### src/rtl/i2c_accel_sequencer.sv
// i2c_accel_sequencer: ADXL345 init writes followed by periodic multi-axis burst reads through an I2C command core
//   clk, rst (async, active-low)
//   core_busy, core_nack, core_rd_valid, core_rd_data : status and read data from the I2C core
//   data_valid, rw, slave_addr, reg_addr, reg_data    : command to the I2C core
//   sample_data, sample_valid                         : axes published together, {MSB, LSB} per axis
//   init_done, overrun, fault                         : status
module i2c_accel_sequencer #(
    parameter int         CLK_HZ          = 50000000,
    parameter int         SAMPLE_HZ       = 100,
    parameter logic [6:0] SLAVE_ADDR      = 7'h1D,
    parameter int         NUM_AXES        = 3,
    parameter logic [7:0] DATA_FORMAT_VAL = 8'h00,
    parameter logic [7:0] POWER_CTL_VAL   = 8'h08,
    parameter int         MAX_RETRY       = 3,
    parameter int         ACCEPT_TIMEOUT  = 255
) (
    input  logic                    clk,
    input  logic                    rst,
    input  logic                    core_busy,
    input  logic                    core_nack,
    input  logic                    core_rd_valid,
    input  logic [7:0]              core_rd_data,
    output logic                    data_valid,
    output logic                    rw,
    output logic [6:0]              slave_addr,
    output logic [7:0]              reg_addr,
    output logic [7:0]              reg_data,
    output logic [16*NUM_AXES-1:0]  sample_data,
    output logic                    sample_valid,
    output logic                    init_done,
    output logic                    overrun,
    output logic                    fault
);
    localparam logic [31:0] P  = 32'(CLK_HZ / SAMPLE_HZ);
    localparam logic [2:0]  NB = 3'(2 * NUM_AXES);
    localparam logic [7:0]  MR = 8'(MAX_RETRY);
    typedef enum logic [2:0] {IDLE, ISSUE, ACCEPT, DONE, WAIT_TICK, PUBLISH, FAULT} state_t;
    typedef enum logic [1:0] {OP_W0, OP_W1, OP_RD} op_t;
    state_t state, state_n;
    op_t op;
    logic [31:0] timer;
    logic [15:0] acc_cnt;
    logic [7:0] retry;
    logic [2:0] b;
    logic [7:0] rd_byte;
    logic rd_got;
    logic [16*NUM_AXES-1:0] shadow;
    logic active, tick, strobe, acc_to, xfer_end, got, ok, fail;
    always_comb begin
        active = state inside {ISSUE, ACCEPT, DONE};
        tick = init_done && timer == P - 32'd1;
        strobe = state == ISSUE && !core_busy;
        acc_to = state == ACCEPT && !core_busy && acc_cnt == 16'(ACCEPT_TIMEOUT - 1);
        // a read byte may arrive in the same cycle busy drops
        got = rd_got || core_rd_valid;
        xfer_end = state == DONE && !core_busy;
        ok = xfer_end && !core_nack && (op != OP_RD || got);
        fail = acc_to || (xfer_end && !ok);
        data_valid = strobe;
        rw = active && op == OP_RD;
        slave_addr = active ? SLAVE_ADDR : 7'h00;
        reg_addr = !active ? 8'h00 : op == OP_W0 ? 8'h31 : op == OP_W1 ? 8'h2D : 8'h32 + {5'd0, b};
        reg_data = !active ? 8'h00 : op == OP_W0 ? DATA_FORMAT_VAL : op == OP_W1 ? POWER_CTL_VAL : 8'h00;
        // ticks landing while a burst or publish is in flight are dropped; a faulted device has no bursts to drop
        overrun = tick && !(state inside {WAIT_TICK, FAULT});
        fault = state == FAULT;
        state_n = state;
        if (fail)
            state_n = retry < MR ? ISSUE : FAULT;
        else if (ok)
            state_n = op == OP_W0 ? ISSUE : op == OP_W1 ? WAIT_TICK : b == NB - 3'd1 ? PUBLISH : ISSUE;
        else
            case (state)
                IDLE:      state_n = ISSUE;
                ISSUE:     state_n = strobe ? ACCEPT : ISSUE;
                ACCEPT:    state_n = core_busy ? DONE : ACCEPT;
                WAIT_TICK: state_n = tick ? ISSUE : WAIT_TICK;
                PUBLISH:   state_n = WAIT_TICK;
                default:   state_n = state;
            endcase
    end
    always_ff @(posedge clk or negedge rst)
        if (!rst) state <= IDLE;
        else state <= state_n;
    always_ff @(posedge clk or negedge rst) begin
        if (!rst) begin
            op <= OP_W0;
            timer <= '0;
            acc_cnt <= '0;
            retry <= '0;
            b <= '0;
            rd_byte <= '0;
            rd_got <= 1'b0;
            shadow <= '0;
            sample_data <= '0;
            sample_valid <= 1'b0;
            init_done <= 1'b0;
        end else begin
            sample_valid <= state == PUBLISH;
            if (state == PUBLISH) sample_data <= shadow;
            if (init_done) timer <= tick ? '0 : timer + 32'd1;
            if (strobe) begin
                acc_cnt <= '0;
                rd_got <= 1'b0;
            end else if (state == ACCEPT) acc_cnt <= acc_cnt + 16'd1;
            if (core_rd_valid && state inside {ACCEPT, DONE}) begin
                rd_got <= 1'b1;
                rd_byte <= core_rd_data;
            end
            if (fail && retry < MR) retry <= retry + 8'd1;
            if (ok) begin
                retry <= '0;
                op <= op == OP_W0 ? OP_W1 : OP_RD;
                if (op == OP_W1) begin
                    init_done <= 1'b1;
                    timer <= '0;
                end
                if (op == OP_RD) begin
                    shadow[8*b +: 8] <= core_rd_valid ? core_rd_data : rd_byte;
                    b <= b + 3'd1;
                end
            end
            if (state == WAIT_TICK && tick) b <= '0;
        end
    end
endmodule
### config.mk
export PLATFORM = sky130hd
export DESIGN_NAME = i2c_accel_sequencer
export DESIGN_NICKNAME = d
export VERILOG_FILES = /design/src/rtl/i2c_accel_sequencer.sv
export SDC_FILE = /design/constraint.sdc
export NUM_CORES = 1
export LEC_CHECK = 0
export BUFFER_PORTS_ARGS = -buffer_cell sky130_fd_sc_hd__buf_2
export CORE_ASPECT_RATIO = 1.25
export CORE_MARGIN = 2
export CORE_UTILIZATION = 50
export DETAILED_ROUTE_END_ITERATION = 12
export GPL_TIMING_DRIVEN = 0
export PLACE_DENSITY = 0.73
export SLEW_MARGIN = 10
export SYNTH_ARGS = -nofsm -noshare
export SYNTH_HDL_FRONTEND = slang
export SYNTH_SLANG_ARGS = --single-unit
### constraint.sdc
create_clock -name clk -period 2.2 [get_ports clk]
set_clock_uncertainty 0.05 [all_clocks]
set_input_delay 0.33 -clock clk [delete_from_list [all_inputs] [get_ports clk]]
set_output_delay 0.33 -clock clk [all_outputs]
set_load 0.05 [all_outputs]
**Word level (Yosys, flattened, before mapping)**

Index checks and enable logic that the tools add are counted.

- Logic and storage cells: 100
- Bits in registers: 171
- Input bits: 13
- Output and inout bits: 77

- Shifts and indexed selects: 2
- $add $sub $neg: 6
- Reduce and logical (&&, ||, !) cells: 34
- Magnitude comparators: 1
- Equal/unequal tests: 12
- Mux-type cells: 33

Operators with widths:

| operator | count |
|---|---|
| $mux 32 | 4 |
| $bwmux 48 | 1 |
| $shift 8x34->48 const A | 1 |
| $shiftx 8x34->48 | 1 |
| $neg 6->34 | 1 |
| $add 32x1->32 const B | 1 |
| $eq 32x19->1 const B | 1 |
| $mux 16 | 2 |
| $mux 3 | 10 |
| $mux 8 | 3 |
| $mux 7 | 3 |
| $add 16x1->16 const B | 1 |
| $eq 16x8->1 const B | 1 |
| $pmux 3 s5 | 1 |
| $reduce_bool 2->1 | 7 |
| $logic_and 1x1->1 | 13 |
| $eq 3x3->1 const B | 4 |
| $mux 4 | 3 |
| $add 8x1->8 const B | 1 |
| $lt 8x2->1 const B | 1 |
| $add 6x3->7 const A | 1 |
| $reduce_bool 7->1 | 1 |
| $eq 3x2->1 const B | 2 |
| $reduce_and 2->1 | 3 |
| 13 further kinds | 21 |

**Logic depth before layout (Yosys ltp)**

Gate-level depths: netlist of the first run.

- Depth in word-level cells: 10
- Mapped depth: 11
- Depth with buffers taken out: 8

**Worst setup path after synthesis of the first run**

No wires, ideal clock.

- Path type: register -> output
- Start: reg timer[7]
- End: out overrun
- Required time: 1.820 ns
- Path slack: -1.768 ns
- Arrival: 3.588 ns
- Cell stages (with the launch flop): 3
- Buffers on the path: 0
- Cell sequence: dfrtp_1 > or4b_2 > a2111oi_0

- Longest elaborated chain between the ends: 3

RTL lines:

| what | RTL line | source |
|---|---|---|
| start, declared | 41 | `logic [31:0] timer;` |
| start signal, assigned | 101 | `if (init_done) timer <= tick ? '0 : timer + 32'd1;` |
| $eq 32x19->1 | 51 | `tick = init_done && timer == P - 32'd1;` |
| $logic_and 1x1->1 | 51 |  |
| $logic_and 1x1->1 | 65 | `overrun = tick && !(state inside {WAIT_TICK, FAULT});` |
| end, declared | 31 | `output logic overrun,` |

No other way between the ends.

**Worst setup path after layout of the first run**

- Start: reg timer[0]
- End: out overrun

Same word-level chain as after synthesis.

==> flow_summary.toml, run 1 <==
[worst_setup_path]
path_class = "flip-flop to primary output"
crit_end = "overrun"
r2r_setup_slack_ns = -0.06
r2r_end = "state[0]"
r2r_cells = 5
start_kind = "flip-flop"
cp-end-kind = "primary output"
cp.required_ns = 1.82
worstPathMaxFanout = 4
crit_start = "timer[0]"
cp.arrival_ns = 1.95
reg2reg_from = "timer[7]"

[detailed_routing]
topRoutingLayerUsed = "met4"
finalWirelength_um = 16890
drt_first_pass_iters = 5
wl_met1_um = 7441
drtAntennaViolNets = 0
wl_per_cell_um = 15.30
dr_wl_met2_um = 8380
drt_iter0_drc = 289
vias = 5850
drc = 0
wl_met3_um = 722
viasPerCell = 5.299

[clock_network]
clock_latency_ns = 0.43
clkSinkCount = 171
path_clk_slew_ns = 0.06
htreeDepth = 4
cts_made_buffers = 17
clockBufferDepth = 2
cts_root_buffer = "clkbuf_16"
tritoncts = "built"

[grt]
grt_pass1_vias = 5902
grt_pass1_wl_um = 28470
grt_max_degree = 98
antenna_found_initial = 0
grt_usage_pct = 22.09
gr-total-overflow = 0

[floorplanning]
num_rows = 50
core-area_um2 = 14950
die_w_um = 114.6
die_y_um = 142.3
fp.dieArea_um2 = 16310
top_level_ports = 90
initial_utilization_pct = 51.16

[sta]
relSlewSlack_pct = 44.96
rsz0062_at_grt = "true"
fin_ws_ns = -0.1298
slew_viol_final = 0
hold_viol_final = 0
tns_ns = -0.1881
fin_crit_sh_pct = 105.9
worstMarginPinSlew_ns = 0.8181
max_freq_ghz = 0.4292
finalSetupViolCount = 2
period_minus_slack_ns = 2.330

[run_status]
violations = "setup timing"
outcome = "complete, but fails checks"

[pwr]
total_power_mw = 9.457
ir_drop_uv = 530.6
power_switching_mw = 3.285
p_sw_share_pct = 34.74
p_leak_nw = 4.532
cellInternalPower_mw = 6.172
p_comb_share_pct = 23.8
clkPwrFrac_pct = 31.2
p_seq_share_pct = 44.9
powerDensity_nw_per_um2 = 1011

[yosys]
ys_types = 46
synth_top_cells_by_area = "dfrtp_1, nand2_1, xor2_1"
syn_inst = 785
synth-async-reset-ratio_pct = 100.0
synth_warnings = 0
synth_seq_cells = 171
synth_flop_cell = "dfrtp_1"
ys_seq_area_share_pct = 55.94
netlist_area_um2 = 7650
synth_edf_count = 0
avgSynthCellArea_um2 = 9.745
synth.top_cell.area_share_pct = 55.94
yosys.area.top_type = "dfrtp_1"

[flow_run]
maxCapViolations = 0

[placement]
place_congestion = 0.8493
placed_area_um2 = 8391
io_buffers = 77
hpwl_um = 11460

[cells_and_area]
num_antenna_cells = 0
area_delta_synth_final_pct = 22.26
fin_nets = 932
final_layout_size_suffix_gt1_share_pct = 22.67
final_area_um2 = 9353

[hold_path]
hp-class = "input port to flip-flop"
flip-flops by register name (all words and copies together) (netlist names):
name / count
acc_cnt: 16
rd_got: 1
shadow: 48
retry: 8
op: 2
b: 3
init_done: 1
sample_valid: 1
timer: 32
rd_byte: 8
state: 3
sample_data: 48
how the worst min path moves through the flow:
stage	endpoint	cells after the start	start
3_3_place_gp	sample_data[14]	2	shadow[14]
5_1_grt	rd_byte[5]	2	core_rd_data[5]
4_1_cts	rd_byte[5]	2	core_rd_data[5]
6_report	rd_byte[2]	2	core_rd_data[2]
3_5_place_dp	timer[12]	1	rst
2_1_floorplan	acc_cnt[0]	0	rst
area by class of cell:
class                      instances  area (um^2)
timing repair buffer              99        603.1
multi-input combinational        563         3312
sequential                       171         4284
fill                            1205         5599
buffer                            46        296.5
tap                              182        227.7
clock buffer                      19        442.9
clock inverter                    13        142.6
inverter                          11        43.79
layout by cell type, fill, tap and decap left out, drive strengths merged, types with 2 or more instances in the layout:
master	n
a21oi	11
o21ai	29
nor4	8
clkinv	3
or3	13
a21boi	2
and4	5
clkbuf	40
nor3b	3
and3	12
nor2b	9
nor4b	7
and2	2
nand4b	2
xor2	30
nand2b	5
inv	14
nor2	61
nor3	6
bufinv	2
ha	10
nand3	22
mux2	10
buf	123
clkinvlp	5
nand2	218
nand4	21
mux2i	10
dfrtp	171
o31ai	29
xnor2	13
conb	12
or4	2
cell usage after synthesis, types with 2 or more instances:
master,number
nor3_1,6
o21ai_0,29
nand4_1,21
buf_4,17
a21boi_0,2
nor2_1,61
mux2i_1,10
buf_1,4
mux2_2,10
ha_1,10
xnor2_1,13
nand4b_1,2
or3_1,13
nor2b_1,9
xor2_1,30
nor4b_1,5
and4_1,5
or4_1,2
and3_1,12
a21oi_1,11
clkbuf_1,25
nand3_1,22
inv_1,11
nor3b_1,3
nand2_1,218
o31ai_1,29
and2_1,2
nand2b_1,5
nor4_2,2
dfrtp_1,171
nor4_1,6
buf_2,5
cells by family (layout without fill, tap and decap cells):
| logic type | after synthesis | count (layout) | synth area share (%) |
|---|---|---|---|
| simple gates | 400 | 400 | 24.26 |
| flops | 171 | 171 | 55.94 |
| compound gates | 78 | 78 | 6.461 |
| buf+inv | 62 | 188 | 3.958 |
| xor+xnor | 43 | 43 | 4.923 |
| mux | 20 | 20 | 2.781 |
| fa+ha+maj | 10 | 10 | 1.636 |
| other cells | 1 | 12 | 0.04902 |
worst max-delay path, cell delays in order (launching register included):
cell	delay [ns]
dfrtp_1	0.39
ha_2	0.21
and4_4	0.26
nand4_1	0.19
a2111oi_4	0.27
buf_6	0.21
stage by stage:
step | std cells | worst slack (ns) | util [%] | hold WS [ns]
2_1_floorplan | 796 | 0.02817 | - | -0.01559
3_3_place_gp | 1055 | -2.221 | 55.87 | 0.4019
3_5_place_dp | 1056 | -0.3816 | 56.12 | 0.3665
4_1_cts | 1098 | -0.1438 | 61.77 | 0.09173
5_1_grt | 1104 | -0.2545 | 62.55 | 0.1046
6_report | 1104 | -0.1298 | 62.55 | 0.1054
power by group through the flow:
| stage | clock network (mW) | logic [mW] | registers (mW) |
|---|---|---|---|
| after floorplan | 0 | 1.50 | 4.21 |
| after global routing | 3.14 | 2.52 | 4.33 |
| after global placement | 0 | 2.07 | 4.22 |
| after CTS | 3.00 | 2.24 | 4.22 |
| final | 2.95 | 2.25 | 4.25 |
| after detailed placement | 0 | 2.13 | 4.23 |
routing by layer:
metal	GRT usage [%]	vias up
li1	-	2868
met5	0	-
met4	7.445	0
met3	4.727	26
met1	28.55	2814
met2	36.94	142
repair_timing:
item                       4_1_cts  5_1_grt
pin swaps                        9        6
hold endpoints to repair        96        0
buffers inserted                11        9
setup endpoints to repair      113      111
gates resized for setup         45       30
hold buffers                     1        0
No activity file was read; power rests on OpenSTA's default activity.
==> inputs of run 2 (changes only) <==
- CORE_UTILIZATION: 50 -> 45
- PLACE_DENSITY: 0.73 -> 0.67
==> run 2 against run 1 <==
Net effect:
- the run still ends with setup timing left
- hold slack got worse by 0.0099 ns
- flip-flop and latch count unchanged
- routed wire length increased by 2.7%
- utilization decreased by 5.7 points
- die area increased by 11%
- global-route usage decreased by 1.8 points
- maximum frequency decreased by 1.1%
- cell count increased by 4.2%
- critical path type unchanged
- critical endpoint unchanged
- largest cell class unchanged
==> flow_summary.toml, run 2 (same netlist as run 1, synthesis figures left out) <==
[cells_and_area]
fin_nets = 940
final_layout_size_suffix_gt1_share_pct = 24.09
num_antenna_cells = 0
nFillCells = 1470
final_cell_mix = "nand2_1, dfrtp_1, buf_2"
final_common_cell = "nand2_1"
fin_cells = 1150
multi_input_area_um2 = 3356
area_delta_synth_final_pct = 24.11
seqCellArea_um2 = 4284
reg.largest.list = "sample_data: 48 flops, shadow: 48 flops, timer: 32 flops"
finalCoreUtilization_pct = 56.81

[placement]
hpwl_um = 11850
io_buffers = 77
place_congestion = 0.8363
dp_cells = 1094

[run_status]
outcome = "complete, but fails checks"
violations = "setup timing"

[sta]
finalSetupViolCount = 1
fin_ws_ns = -0.1562
tns_ns = -0.1562
hold_viol_final = 0
rsz0062_at_grt = "true"
worstMarginPinSlew_ns = 0.7325
max_freq_ghz = 0.4244
period_minus_slack_ns = 2.356
fin_crit_sh_pct = 107.1
whs_ns = 0.09545
slew_viol_final = 0
relSlewSlack_pct = 51.17

[pwr]
p_leak_nw = 4.601
total_power_mw = 9.443
ir_drop_uv = 519.5
powerDensity_nw_per_um2 = 994.6

[detailed_routing]
drc = 0
drt_iter0_drc = 409
vias = 5816
viasPerCell = 5.057
finalWirelength_um = 17360
wl_per_cell_um = 15.09
drtAntennaViolNets = 0
drt_first_pass_iters = 5

[floorplanning]
fp.dieArea_um2 = 18060
core-area_um2 = 16710
die_y_um = 149.8
die_w_um = 120.6
top_level_ports = 90
num_rows = 53
initial_utilization_pct = 45.78

[grt]
grt_usage_pct = 20.27
grt_pass1_vias = 5725
grt_pass1_wl_um = 28620
antenna_found_initial = 0
gr-total-overflow = 0
grt_max_degree = 105

[worst_setup_path]
r2r_end = "shadow[38]"
reg2reg_from = "b[0]"
cp.arrival_ns = 1.98
cp-end-kind = "primary output"
worstPathMaxFanout = 3
crit_start = "timer[14]"
r2r_cells = 8
r2r_setup_slack_ns = 0.04
start_kind = "flip-flop"
path_class = "flip-flop to primary output"
cp.required_ns = 1.82
crit_end = "overrun"

[hold_path]
worstHoldStart = "core_rd_data[2]"
hp-class = "input port to flip-flop"

[clock_network]
path_clk_slew_ns = 0.07
clkSinkCount = 171
cts_root_buffer = "clkbuf_16"
clockBufferDepth = 2
tritoncts = "built"
clock_latency_ns = 0.44
cts_made_buffers = 17
htreeDepth = 4

[flow_run]
maxCapViolations = 0
## run 2: cell count changes in the layout (fill, tap and decap cells not counted), sizes merged
| cell | before | now |
|---|---|---|
| buf | 123 | 135 |
| bufinv | 2 | 0 |
| clkbuf | 40 | 34 |
| clkinv | 3 | 4 |
| clkinvlp | 5 | 0 |
| inv | 14 | 22 |
## run 2: worst max-delay path, stage by stage, from the launching register on
cell,delay (ns)
dfrtp_1,0.42
nor4b_4,0.34
nand4_1,0.22
a2111oi_4,0.35
buf_6,0.21
## run 2: area by class of cell
class	instances	share of cell area, %
Sequential cell	171	45.12
Multi-Input combinational cell	563	35.35
Timing Repair Buffer	107	7.051
Clock buffer	17	4.481
Buffer	46	3.137
Tap cell	220	2.899
Clock inverter	15	1.502
Inverter	11	0.4613
## run 2: metrics by stage
stage,setup WS [ns],instance area (um^2)
after floorplan,0.02817,7740
after global placement,-2.273,8401
after detailed placement,-0.3951,8438
after CTS,-0.1577,9310
after global routing,-0.2540,9494
final,-0.1562,9494
## run 2: timing repair
action | CTS | global route
hold buffers | 1 | 0
hold endpoints to repair | 67 | 0
gates resized for setup | 48 | 39
setup endpoints to repair | 111 | 95
buffers inserted | 16 | 12
pin swaps | 10 | 7
## run 2: per-layer routing
layer	global-route usage, %	up-vias	share of wire (%)
met1	25.21	2805	43
met5	0	-	0
li1	-	2895	-
met2	35.34	98	52
met4	6.977	0	1.7
met3	3.849	18	3.2
## run 2: worst min path at each step
stage                 endpoint  slack [ns]  depth (start not counted)
2_1_floorplan       acc_cnt[0]       -0.02                          0
3_3_place_gp   sample_data[23]        0.40                          2
3_5_place_dp          timer[0]        0.27                          1
4_1_cts             rd_byte[2]        0.08                          2
5_1_grt             rd_byte[2]        0.09                          2
6_report            rd_byte[2]         0.1                          2
## run 2: report_power, final
| part | total [mW] | switching (mW) | internal [mW] |
|---|---|---|---|
| registers | 4.22 | 0.540 | 3.68 |
| logic | 2.33 | 1.52 | 0.812 |
| clock network | 2.89 | 1.38 | 1.51 |
| total | 9.44 | 3.45 | 6.00 |
==> inputs of run 3 (changes only) <==
- CTS_CLUSTER_SIZE: default -> 8
- SKIP_LAST_GASP: default -> 1
==> run 3 against run 2 <==
Net effect:
- the flow still finishes with violations (setup timing)
- utilization shrank 0.090 points
- global-route usage is essentially flat
- sequential power barely moved
- design area is 0.16% lower
==> flow_summary.toml, run 3 (same netlist as run 1, synthesis figures left out) <==
[run_status]
outcome = "complete, but fails checks"
violations = "setup timing"

[pwr]
p_leak_nw = 4.584
powerDensity_nw_per_um2 = 994.9
ir_drop_uv = 481.5
total_power_mw = 9.431

[worst_setup_path]
crit_start = "timer[14]"
cp.depth = 4
cp_slowest_cell = "dfrtp_1"
r2r_setup_slack_ns = 0
crit_end = "overrun"
cp-end-kind = "primary output"
start_kind = "flip-flop"
path_class = "flip-flop to primary output"
worstPathMaxFanout = 3
r2r_end = "state[0]"
reg2reg_from = "timer[14]"
r2r_cells = 7
cp.arrival_ns = 2.00
critical_path_buf_inv_count = 1
slowest_delay_ns = 0.42
cpLargestDelayFamily = "simple AND/OR/NAND/NOR gates"
cp.required_ns = 1.82
path_cells = "nor4b_4, nand4_1, a2111oi_4, buf_6"

[grt]
grt_pass1_vias = 5721
antenna_found_initial = 0
grt_max_degree = 105
grt_pass1_wl_um = 28610
grt_usage_pct = 20.26
gr-total-overflow = 0

[clock_network]
clock_latency_ns = 0.44
tritoncts = "built"
cts_root_buffer = "clkbuf_16"
clockBufferDepth = 2
clkSinkCount = 171
path_clk_slew_ns = 0.07
htreeDepth = 4
cts_made_buffers = 17

[detailed_routing]
drt_iter0_drc = 324
drt_first_pass_iters = 4
drc = 0
wl_per_cell_um = 15.02
finalWirelength_um = 17270
vias = 5801
viasPerCell = 5.044
drtAntennaViolNets = 0

[floorplanning]
initial_utilization_pct = 45.78
fp.dieArea_um2 = 18060
num_rows = 53
top_level_ports = 90
die_y_um = 149.8
die_w_um = 120.6
core-area_um2 = 16710

[cells_and_area]
fin_cells = 1150
reg.largest.list = "sample_data: 48 flops, shadow: 48 flops, timer: 32 flops"
final_layout_size_suffix_gt1_share_pct = 23.87
final_cell_mix = "nand2_1, dfrtp_1, buf_2"
nFillCells = 1473
final_area_um2 = 9479
area_delta_synth_final_pct = 23.91
final_common_cell = "nand2_1"
fin_nets = 940
num_antenna_cells = 0

[placement]
dp_cells = 1094
place_congestion = 0.8363
io_buffers = 77
placed_area_um2 = 8438
hpwl_um = 11850

[sta]
worstMarginPinSlew_ns = 0.7295
period_minus_slack_ns = 2.385
relSlewSlack_pct = 51.37
tns_ns = -0.1847
rsz0062_at_grt = "true"
hold_viol_final = 0
fin_crit_sh_pct = 108.4
slew_viol_final = 0
finalSetupViolCount = 1
whs_ns = 0.09595
max_freq_ghz = 0.4193
fin_ws_ns = -0.1847

[hold_path]
hp-class = "input port to flip-flop"

[flow_run]
maxCapViolations = 0
[run 3: area by class of cell]
class | count | area (um^2) | area share (%)
clock inverter | 15 | 142.6 | 1.505
multi-input combinational | 563 | 3337 | 35.20
sequential | 171 | 4284 | 45.20
buffer | 46 | 301.5 | 3.181
inverter | 11 | 43.79 | 0.4620
clock buffer | 17 | 425.4 | 4.488
tap | 220 | 275.3 | 2.904
timing repair buffer | 107 | 669.4 | 7.062
[run 3: report_power, final]
part           internal [mW]  switching (mW)
Combinational          0.813            1.51
Sequential              3.68           0.538
Clock                   1.51            1.38
Total                   6.00            3.43
[run 3: worst min path at each step]
| stage | to | from | depth (start not counted) |
|---|---|---|---|
| 6_report | rd_byte[2] | core_rd_data[2] | 2 |
| 5_1_grt | rd_byte[2] | core_rd_data[2] | 2 |
| 4_1_cts | rd_byte[2] | core_rd_data[2] | 2 |
| 3_5_place_dp | timer[0] | rst | 1 |
| 3_3_place_gp | sample_data[23] | sample_data[23] | 2 |
| 2_1_floorplan | acc_cnt[0] | rst | 0 |
[run 3: timing repair]
action	4_1_cts	5_1_grt
resized for setup	46	41
setup endpoints to repair	111	95
hold buffers	1	0
pin swaps	10	8
buffers inserted	16	12
hold endpoints to repair	67	0
[run 3: metrics by stage]
stage / worst slack [ns] / utilization [%]
5_1_grt: -0.2600 / 56.72
3_3_place_gp: -2.273 / 50.27
4_1_cts: -0.1577 / 55.68
3_5_place_dp: -0.3951 / 50.49
2_1_floorplan: 0.02817 / -
6_report: -0.1847 / 56.72
[run 3: layer usage]
layer	share of wire, %	vias to the layer above	GRT usage, %
met3	3.4	18	3.849
li1	-	2895	-
met2	51	94	35.34
met1	44	2794	25.19
met4	1.7	0	6.977
met5	0	-	0
